$ cat src/rtl/apb_timer_multi.sv
// ============================================================================
// apb_timer_multi
//   NUM_CH independent WIDTH-bit up/down timers behind a zero-wait-state APB
//   slave. All channels share one free-running 4-bit prescaler. Each channel
//   has a reload register (TDR), a control register (TCR), sticky flags (TSR),
//   interrupt enables (TIER) and a read-only live count (TCNT).
//
//   Channel n register block at byte address 8*n:
//     +0 TDR  (RW)   reload / load value
//     +1 TCR  (RW)   [7] LOAD strobe, [5] DW, [4] EN, [3] ARE, [1:0] CKS
//     +2 TSR  (RW0C) [0] OVF, [1] UDF
//     +3 TIER (RW)   [0] OVF enable, [1] UDF enable
//     +4 TCNT (RO)   current count
//
// Ports
//   pclk     in   bus/timer clock, rising edge
//   preset   in   synchronous active-high reset
//   psel     in   APB select
//   penable  in   APB access phase
//   pwrite   in   1 = write, 0 = read
//   paddr    in   [7:0] byte address
//   pwdata   in   [WIDTH-1:0] write data
//   prdata   out  [WIDTH-1:0] read data (combinational)
//   pready   out  always 1
//   pslverr  out  access to an unmapped address
//   irq      out  [NUM_CH-1:0] registered level interrupt per channel
// ============================================================================
module apb_timer_multi #(
    parameter int WIDTH  = 8,
    parameter int NUM_CH = 2
) (
    input  logic              pclk,
    input  logic              preset,
    input  logic              psel,
    input  logic              penable,
    input  logic              pwrite,
    input  logic [7:0]        paddr,
    input  logic [WIDTH-1:0]  pwdata,
    output logic [WIDTH-1:0]  prdata,
    output logic              pready,
    output logic              pslverr,
    output logic [NUM_CH-1:0] irq
);

    localparam logic [2:0] OFF_TDR  = 3'd0;
    localparam logic [2:0] OFF_TCR  = 3'd1;
    localparam logic [2:0] OFF_TSR  = 3'd2;
    localparam logic [2:0] OFF_TIER = 3'd3;
    localparam logic [2:0] OFF_TCNT = 3'd4;

    logic [4:0]       ch_sel;
    logic [2:0]       off;
    logic             ch_ok;
    logic             off_ok;
    logic             mapped;
    logic             wr_en;
    logic [3:0]       presc;
    logic [3:0]       tick_vec;
    logic [WIDTH-1:0] rd_ch [NUM_CH];

    assign ch_sel  = paddr[7:3];
    assign off     = paddr[2:0];
    assign ch_ok   = 32'(ch_sel) < 32'(NUM_CH);
    assign off_ok  = off <= OFF_TCNT;
    assign mapped  = ch_ok && off_ok;
    assign wr_en   = psel && penable && pwrite && mapped;
    assign pready  = 1'b1;
    assign pslverr = psel && penable && !mapped;

    // Shared prescaler; only reset clears it, so channel phases stay aligned.
    always_ff @(posedge pclk) begin
        if (preset) begin
            presc <= 4'd0;
        end else begin
            presc <= presc + 4'd1;
        end
    end

    // Tick for CKS=k when the low k+1 prescaler bits are all ones.
    assign tick_vec = {&presc[3:0], &presc[2:0], &presc[1:0], presc[0]};

    always_comb begin
        prdata = '0;
        for (int i = 0; i < NUM_CH; i++) begin
            if (psel && !pwrite && off_ok && (ch_sel == 5'(i))) begin
                prdata = rd_ch[i];
            end
        end
    end

    for (genvar n = 0; n < NUM_CH; n++) begin : g_ch
        logic [WIDTH-1:0] tdr_r;
        logic [WIDTH-1:0] tcnt_r;
        logic             dw_r;
        logic             en_r;
        logic             are_r;
        logic [1:0]       cks_r;
        logic [1:0]       tsr_r;
        logic [1:0]       tier_r;
        logic             load_pend;
        logic             irq_r;

        logic             sel;
        logic             tick;
        logic             cnt_en;
        logic [1:0]       hw_set;
        logic [1:0]       clr_mask;
        logic [WIDTH-1:0] cnt_next;
        logic [WIDTH-1:0] rdv;

        assign sel = wr_en && (ch_sel == 5'(n));

        always_comb begin
            tick     = tick_vec[cks_r];
            // A pending load owns TCNT this cycle: no count and no flag.
            cnt_en   = tick && en_r && !load_pend;
            hw_set   = 2'b00;
            cnt_next = tcnt_r;
            if (cnt_en) begin
                if (dw_r) begin
                    if (tcnt_r == '0) begin
                        cnt_next  = are_r ? tdr_r : '1;
                        hw_set[1] = 1'b1;
                    end else begin
                        cnt_next = tcnt_r - 1'b1;
                    end
                end else begin
                    if (tcnt_r == '1) begin
                        cnt_next  = are_r ? tdr_r : '0;
                        hw_set[0] = 1'b1;
                    end else begin
                        cnt_next = tcnt_r + 1'b1;
                    end
                end
            end
        end

        // Writing 0 clears a flag, writing 1 keeps it.
        assign clr_mask = (sel && off == OFF_TSR) ? pwdata[1:0] : 2'b11;

        always_ff @(posedge pclk) begin
            if (preset) begin
                tdr_r     <= '0;
                tcnt_r    <= '0;
                dw_r      <= 1'b0;
                en_r      <= 1'b0;
                are_r     <= 1'b0;
                cks_r     <= 2'b00;
                tsr_r     <= 2'b00;
                tier_r    <= 2'b00;
                load_pend <= 1'b0;
                irq_r     <= 1'b0;
            end else begin
                load_pend <= sel && (off == OFF_TCR) && pwdata[7];
                if (sel && off == OFF_TDR) begin
                    tdr_r <= pwdata;
                end
                if (sel && off == OFF_TCR) begin
                    dw_r  <= pwdata[5];
                    en_r  <= pwdata[4];
                    are_r <= pwdata[3];
                    cks_r <= pwdata[1:0];
                end
                if (sel && off == OFF_TIER) begin
                    tier_r <= pwdata[1:0];
                end
                // Hardware set is OR-ed after the clear so it wins a collision.
                tsr_r  <= (tsr_r & clr_mask) | hw_set;
                tcnt_r <= load_pend ? tdr_r : cnt_next;
                irq_r  <= |(tsr_r & tier_r);
            end
        end

        always_comb begin
            rdv = '0;
            case (off)
                OFF_TDR:  rdv = tdr_r;
                OFF_TCR: begin
                    rdv[5]   = dw_r;
                    rdv[4]   = en_r;
                    rdv[3]   = are_r;
                    rdv[1:0] = cks_r;
                end
                OFF_TSR:  rdv[1:0] = tsr_r;
                OFF_TIER: rdv[1:0] = tier_r;
                OFF_TCNT: rdv = tcnt_r;
                default:  rdv = '0;
            endcase
        end

        assign rd_ch[n] = rdv;
        assign irq[n]   = irq_r;
    end

endmodule

$ cat config.mk
export PLATFORM = sky130hd
export DESIGN_NAME = apb_timer_multi
export DESIGN_NICKNAME = d
export VERILOG_FILES = /design/src/rtl/apb_timer_multi.sv
export SDC_FILE = /design/constraint.sdc
export NUM_CORES = 1
export LEC_CHECK = 0
export BUFFER_PORTS_ARGS = -buffer_cell sky130_fd_sc_hd__buf_2
export CORE_UTILIZATION = 30
export DETAILED_ROUTE_END_ITERATION = 16
export GPL_ROUTABILITY_DRIVEN = 0
export PLACE_DENSITY_LB_ADDON = 0.08
export SLEW_MARGIN = 10
export SYNTH_ARGS = -nofsm -noshare
export SYNTH_HDL_FRONTEND = slang
export SYNTH_SLANG_ARGS = --single-unit
$ cat constraint.sdc
create_clock -name pclk -period 2.8 [get_ports pclk]
set_input_delay 0.28 -clock pclk [delete_from_list [all_inputs] [get_ports pclk]]
set_output_delay 0.28 -clock pclk [all_outputs]
set_load 0.02 [all_outputs]
* After elaboration in Yosys (flattened, before gate mapping)
Cells that the tools add are included.
Word-level totals: input port bits 21, bits in registers 58, word-level logic and storage cells 123
Cells by class: reduce and logical (&&, ||, !) cells 40, add/subtract/negate cells 5, $lt $le $gt $ge 4, eq/ne operators 7, bitwise gates (word level) 6, muxes and demuxes 40
Operator list (number):
- $mux 8 | 16
- $logic_and 1x1->1 | 25
- $pmux 2 s5 | 2
- $pmux 3 s3 | 2
- $add 8x1->8 const B | 2
- $eq 8x8->1 const B | 2
- $logic_not 8->1 | 2
- $sub 8x1->8 const B | 2
- $mux 1 | 10
- $and 2x2->2 | 4
- $mux 2 | 4
- $pmux 2 s2 | 2
- $eq 3x2->1 const B | 2
- $lt 2x3->1 const B | 2
- $eq 5x1->1 const B | 1
- $logic_not 5->1 | 1
- $lt 5x2->1 const B | 1
- $add 4x1->4 const B | 1
- $bmux 1 s2 | 2
- $logic_not 1->1 | 4
- $or 2x2->2 | 2
- $pmux 1 s2 | 2
- $reduce_and 4->1 | 1
- $reduce_bool 2->1 | 2
- other kinds (7) | 8

* Longest topological paths before layout
word-level depth 8, mapped depth 8, depth with buffers taken out 7

* Worst setup path before layout
Ideal clock, no wire load.
path kind input to register, from in paddr[4], to reg g_ch[0].tdr_r[7], stages 5, arrival 1.927 ns, slack 0.746 ns, cell sequence or4_4 or3_4 nor4_4 mux2i_1 nor2_1
Between the ends: longest elaborated chain between the ends 5
Ends and longest elaborated chain:
- start: declaration | line 37 | input logic [7:0] paddr,
- $lt 5x2->1 | line 63 | assign ch_ok = 32'(ch_sel) < 32'(NUM_CH);
- $logic_and 1x1->1 | line 65 | assign mapped = ch_ok && off_ok;
- $logic_and 1x1->1 | line 66 | assign wr_en = psel && penable && pwrite && mapped;
- $logic_and 1x1->1 * | line 111 | assign sel = wr_en && (ch_sel == 5'(n));
- $logic_and 1x1->1 * | line 155 | if (sel && off == OFF_TDR) begin
- end signal: assignment | line 156 | tdr_r <= pwdata;
- end: declaration | line 92 | logic [WIDTH-1:0] tdr_r;
Mark *: on every way between the ends. The rest lies on a longest branch, timed or not. A chain may end at the register's enable or synchronous reset.

* Worst setup path in the final report
from in paddr[4], to out prdata[5]
Between the ends: longest elaborated chain between the ends 4
Ends and longest elaborated chain:
- $logic_not 5->1 | line 85 | if (psel && !pwrite && off_ok && (ch_sel == 5'(i))) begin
- $logic_and 1x1->1 | line 85
- $mux 8 | line 85
- $mux 8 * | line 85
- end: declaration | line 39 | output logic [WIDTH-1:0] prdata,
Marks and branches as above.

==> flow_results.xml <==
<?xml version="1.0" encoding="UTF-8"?>
<metrics>
  <group name="min_path">
    <metric name="worst_hold_path.num_cells" unit="">3</metric>
    <metric name="hold_path.class" unit="">primary input to flop</metric>
    <metric name="min_from" unit="">pwdata[2]</metric>
    <metric name="whs_endpoint" unit="">g_ch[0].tdr_r[2]$_SDFFE_PP0P_</metric>
  </group>
  <group name="clocking">
    <metric name="post-cts-setup-buffers" unit="">0</metric>
    <metric name="cts.sink_count" unit="">58</metric>
    <metric name="holdBufCountCts" unit="">0</metric>
    <metric name="cts.reportedPaths.clkPinSlew" unit="ps">50</metric>
    <metric name="cts_buffer_depth" unit="">2</metric>
    <metric name="cts_tree" unit="">yes</metric>
    <metric name="cts-buffers-inserted" unit="">9</metric>
    <metric name="root_buffer" unit="">sky130_fd_sc_hd__clkbuf_16</metric>
    <metric name="htree_levels" unit="">3</metric>
    <metric name="insertion_delay" unit="ps">330</metric>
    <metric name="postcts_resize_cnt" unit="">0</metric>
  </group>
  <group name="timing">
    <metric name="report.final.setup_viol" unit="">0</metric>
    <metric name="min_period" unit="ps">2390</metric>
    <metric name="hold-worst-slack" unit="ps">210</metric>
    <metric name="fin_tns_setup" unit="ps">0</metric>
    <metric name="maxSlewViolCount" unit="">0</metric>
    <metric name="final.setup_skew" unit="ps">10.2</metric>
    <metric name="final.period_utilization" unit="%">85.4</metric>
    <metric name="hold_viol" unit="">0</metric>
    <metric name="setup_repair_after_global_routing_missed_its_margin" unit="">no</metric>
    <metric name="max-slew-margin-rel" unit="%">46.7</metric>
    <metric name="clock.fmax" unit="MHz">418</metric>
    <metric name="tightestPinTransition" unit="ps">779</metric>
  </group>
  <group name="logic_synthesis">
    <metric name="post_synth_mux_area_share" unit="%">11.8</metric>
    <metric name="ys_seq_elements" unit="">58</metric>
    <metric name="synth_compound_gate_area_share" unit="%">23.7</metric>
    <metric name="synth_flop_cell" unit="">sky130_fd_sc_hd__dfxtp_1</metric>
    <metric name="sequential_area_share_after_synthesis" unit="%">29.8</metric>
    <metric name="netlist_instances" unit="">484</metric>
    <metric name="synth_edf_count" unit="">0</metric>
    <metric name="synth_area" unit="um2">3890</metric>
    <metric name="post_synth_num_cell_types" unit="">59</metric>
    <metric name="largest_family_of_logic_cells_by_synthesized_area" unit="">simple AND/OR/NAND/NOR gates</metric>
    <metric name="synthArstFlopShare" unit="%">0</metric>
    <metric name="synth_simple_gate_area_share" unit="%">24.2</metric>
    <metric name="ys_warn_count" unit="">0</metric>
    <metric name="synthesis.area_per_instance" unit="um2">8.04</metric>
    <metric name="net_count_after_synthesis" unit="">513</metric>
    <metric name="yosys.area_share.xor_xnor" unit="%">2.48</metric>
    <metric name="yosys.area_share.adder" unit="%">2.57</metric>
  </group>
  <group name="power">
    <metric name="total_leakage_power" unit="nW">1.67</metric>
    <metric name="vdd_ir_drop_max" unit="mV">0.231</metric>
    <metric name="total_power_of_the_final_layout" unit="mW">1.95</metric>
    <metric name="power_per_cell_area" unit="nW/um2">438</metric>
  </group>
  <group name="floorplanning">
    <metric name="floorplan.die_area" unit="um2">13400</metric>
    <metric name="io_pins" unit="">33</metric>
    <metric name="dieWidth" unit="um">116</metric>
    <metric name="chipHeight" unit="um">116</metric>
    <metric name="core_box_area" unit="um2">12600</metric>
    <metric name="initial_core_util" unit="%">30.8</metric>
    <metric name="core.rowCount" unit="">41</metric>
  </group>
  <group name="status">
    <metric name="run_status" unit="">completed</metric>
  </group>
  <group name="global_route">
    <metric name="antenna_found_initial" unit="">0</metric>
    <metric name="grt_overflow" unit="">0</metric>
    <metric name="grt_util_all_layers" unit="%">20.0</metric>
    <metric name="grt_pass1_vias" unit="">3517</metric>
    <metric name="wire_length_of_the_first_global_routing_pass" unit="um">20200</metric>
    <metric name="grt_start_max_net_pins" unit="">39</metric>
  </group>
  <group name="setup_path">
    <metric name="timing.rr.end" unit="">g_ch[0].tcnt_r[2]$_SDFFE_PP0P_</metric>
    <metric name="worst_r2r_path_depth" unit="">5</metric>
    <metric name="cp-start-kind" unit="">primary input</metric>
    <metric name="critical_path_arrival" unit="ps">2110</metric>
    <metric name="critical_path.max_fanout" unit="">3</metric>
    <metric name="setup_slack_of_the_most_critical_reg_to_reg_path" unit="ps">680</metric>
    <metric name="criticalPathCategory" unit="">primary input to output port</metric>
    <metric name="worst_ep_required_time" unit="ps">2520</metric>
    <metric name="worst_setup_path_end_kind" unit="">output port</metric>
    <metric name="r2r_start" unit="">g_ch[0].tcnt_r[5]$_SDFFE_PP0P_</metric>
  </group>
  <group name="place">
    <metric name="place_hpwl" unit="um">9100</metric>
    <metric name="place.port_buffers" unit="">31</metric>
  </group>
  <group name="detailed_routing">
    <metric name="antenna_violating_nets_post_route" unit="">0</metric>
    <metric name="drt_pass1_iterations" unit="">5</metric>
    <metric name="drt_iter0_drcs" unit="">263</metric>
    <metric name="drc_errors" unit="">0</metric>
    <metric name="drt-wirelength-per-cell" unit="um">19.1</metric>
    <metric name="vias_per_cell" unit="">5.70</metric>
    <metric name="routed-via-count" unit="">3834</metric>
    <metric name="postRouteWirelength" unit="um">12900</metric>
  </group>
  <group name="flow_run">
    <metric name="cap_violations" unit="">0</metric>
  </group>
  <group name="final_layout">
    <metric name="layout.filler_cells" unit="">1398</metric>
    <metric name="num_antenna_cells" unit="">0</metric>
    <metric name="most-common-layout-cells" unit="">sky130_fd_sc_hd__dfxtp_1, sky130_fd_sc_hd__nor2_1, sky130_fd_sc_hd__mux2i_1</metric>
    <metric name="design.final.nets" unit="">525</metric>
    <metric name="flow.area_growth_from_synthesis" unit="%">14.6</metric>
    <metric name="most_common_cell_after_layout_fill_and_taps_aside" unit="">sky130_fd_sc_hd__dfxtp_1</metric>
    <metric name="final_layout_size_suffix_gt1_share" unit="%">13.4</metric>
  </group>
</metrics>
[through the flow]
| stage | util, % | cell area (um2) | cells | setup slack, ps |
|---|---|---|---|---|
| after global placement | 33.2 | 4200 | 657 | 550 |
| after floorplan | - | 3890 | 484 | 746 |
| final | 35.3 | 4460 | 673 | 408 |
| after CTS | 35.3 | 4460 | 673 | 453 |
| after detailed placement | 33.2 | 4200 | 657 | 464 |
| after global routing | 35.3 | 4460 | 673 | 173 |
[how the worst max path moves through the flow]
stage / depth (start not counted) / slack [ps] / to / from
after floorplan: 5 / 750 / g_ch[0].tdr_r[7]$_SDFFE_PP0P_ / paddr[4]
after global placement: 6 / 550 / prdata[3] / paddr[4]
after detailed placement: 6 / 460 / prdata[5] / paddr[4]
after CTS: 6 / 450 / prdata[5] / paddr[4]
after global routing: 6 / 170 / prdata[5] / paddr[0]
final: 6 / 410 / prdata[5] / paddr[4]
[cell type report]
| type | instances | area (um2) | share of cell area (%) |
|---|---|---|---|
| sequential | 58 | 1160 | 26.0 |
| tap | 172 | 215 | 4.82 |
| clock buffer | 13 | 250 | 5.61 |
| timing repair buffer | 43 | 258 | 5.78 |
| clock inverter | 3 | 15.0 | 0.337 |
| inverter | 10 | 37.5 | 0.842 |
| multi-input combinational | 374 | 2520 | 56.6 |
[cells in the mapped netlist (7+ instances only)]
cell type / instances / area, um2
sky130_fd_sc_hd__xnor2_1: 7 / 61.3
sky130_fd_sc_hd__mux2i_1: 38 / 380
sky130_fd_sc_hd__nor2b_1: 7 / 43.8
sky130_fd_sc_hd__a21oi_1: 31 / 155
sky130_fd_sc_hd__a22oi_1: 18 / 135
sky130_fd_sc_hd__o21ai_0: 13 / 65.1
sky130_fd_sc_hd__buf_1: 7 / 26.3
sky130_fd_sc_hd__dfxtp_1: 58 / 1160
sky130_fd_sc_hd__nor2_1: 47 / 176
sky130_fd_sc_hd__ha_1: 8 / 100
sky130_fd_sc_hd__inv_1: 10 / 37.5
sky130_fd_sc_hd__o22ai_1: 11 / 68.8
sky130_fd_sc_hd__a31oi_1: 7 / 43.8
sky130_fd_sc_hd__and3_1: 7 / 43.8
sky130_fd_sc_hd__nor3_1: 16 / 80.1
sky130_fd_sc_hd__clkbuf_1: 32 / 120
sky130_fd_sc_hd__nand2_1: 30 / 113
sky130_fd_sc_hd__nand3_1: 24 / 120
sky130_fd_sc_hd__nand2b_1: 7 / 43.8
[sequential cells by signal, indices dropped and copies added, names as in the netlist]
signal	flops
g_ch.en_r	2
g_ch.load_pend	2
g_ch.tcnt_r	16
g_ch.dw_r	2
presc	4
g_ch.tsr_r	4
g_ch.tdr_r	16
g_ch.are_r	2
g_ch.irq_r	2
g_ch.cks_r	4
g_ch.tier_r	4
[where the power goes]
part	total [mW]	switching (mW)	internal (mW)
Sequential	0.833	0.00341	0.830
Combinational	0.104	0.0699	0.0344
Clock	1.01	0.396	0.619
[cell families after synthesis]
group / Yosys count
multiplexers: 42
AND/OR/NAND/NOR: 179
other: 1
flip-flops: 58
buffers and inverters: 52
adder cells (fa/ha/maj): 8
XOR/XNOR: 11
AO/OA/AOI/OAI: 133
[layer usage]
layer  track usage (%)  share of wire, %  up-vias
met2              31.5                45      120
met1              28.0                48     1854
met4              5.90               1.2        0
li1                  -                 -     1846
met5                 0                 0        -
met3              3.14               5.4       14
[worst max-delay path: stages]
cell and delay, ps:
sky130_fd_sc_hd__buf_2 100, sky130_fd_sc_hd__nor4_1 470, sky130_fd_sc_hd__nand3_1 160, sky130_fd_sc_hd__a2111oi_0 690
sky130_fd_sc_hd__o211a_1 250, sky130_fd_sc_hd__buf_2 160
(Power assumes the default switching activity.)
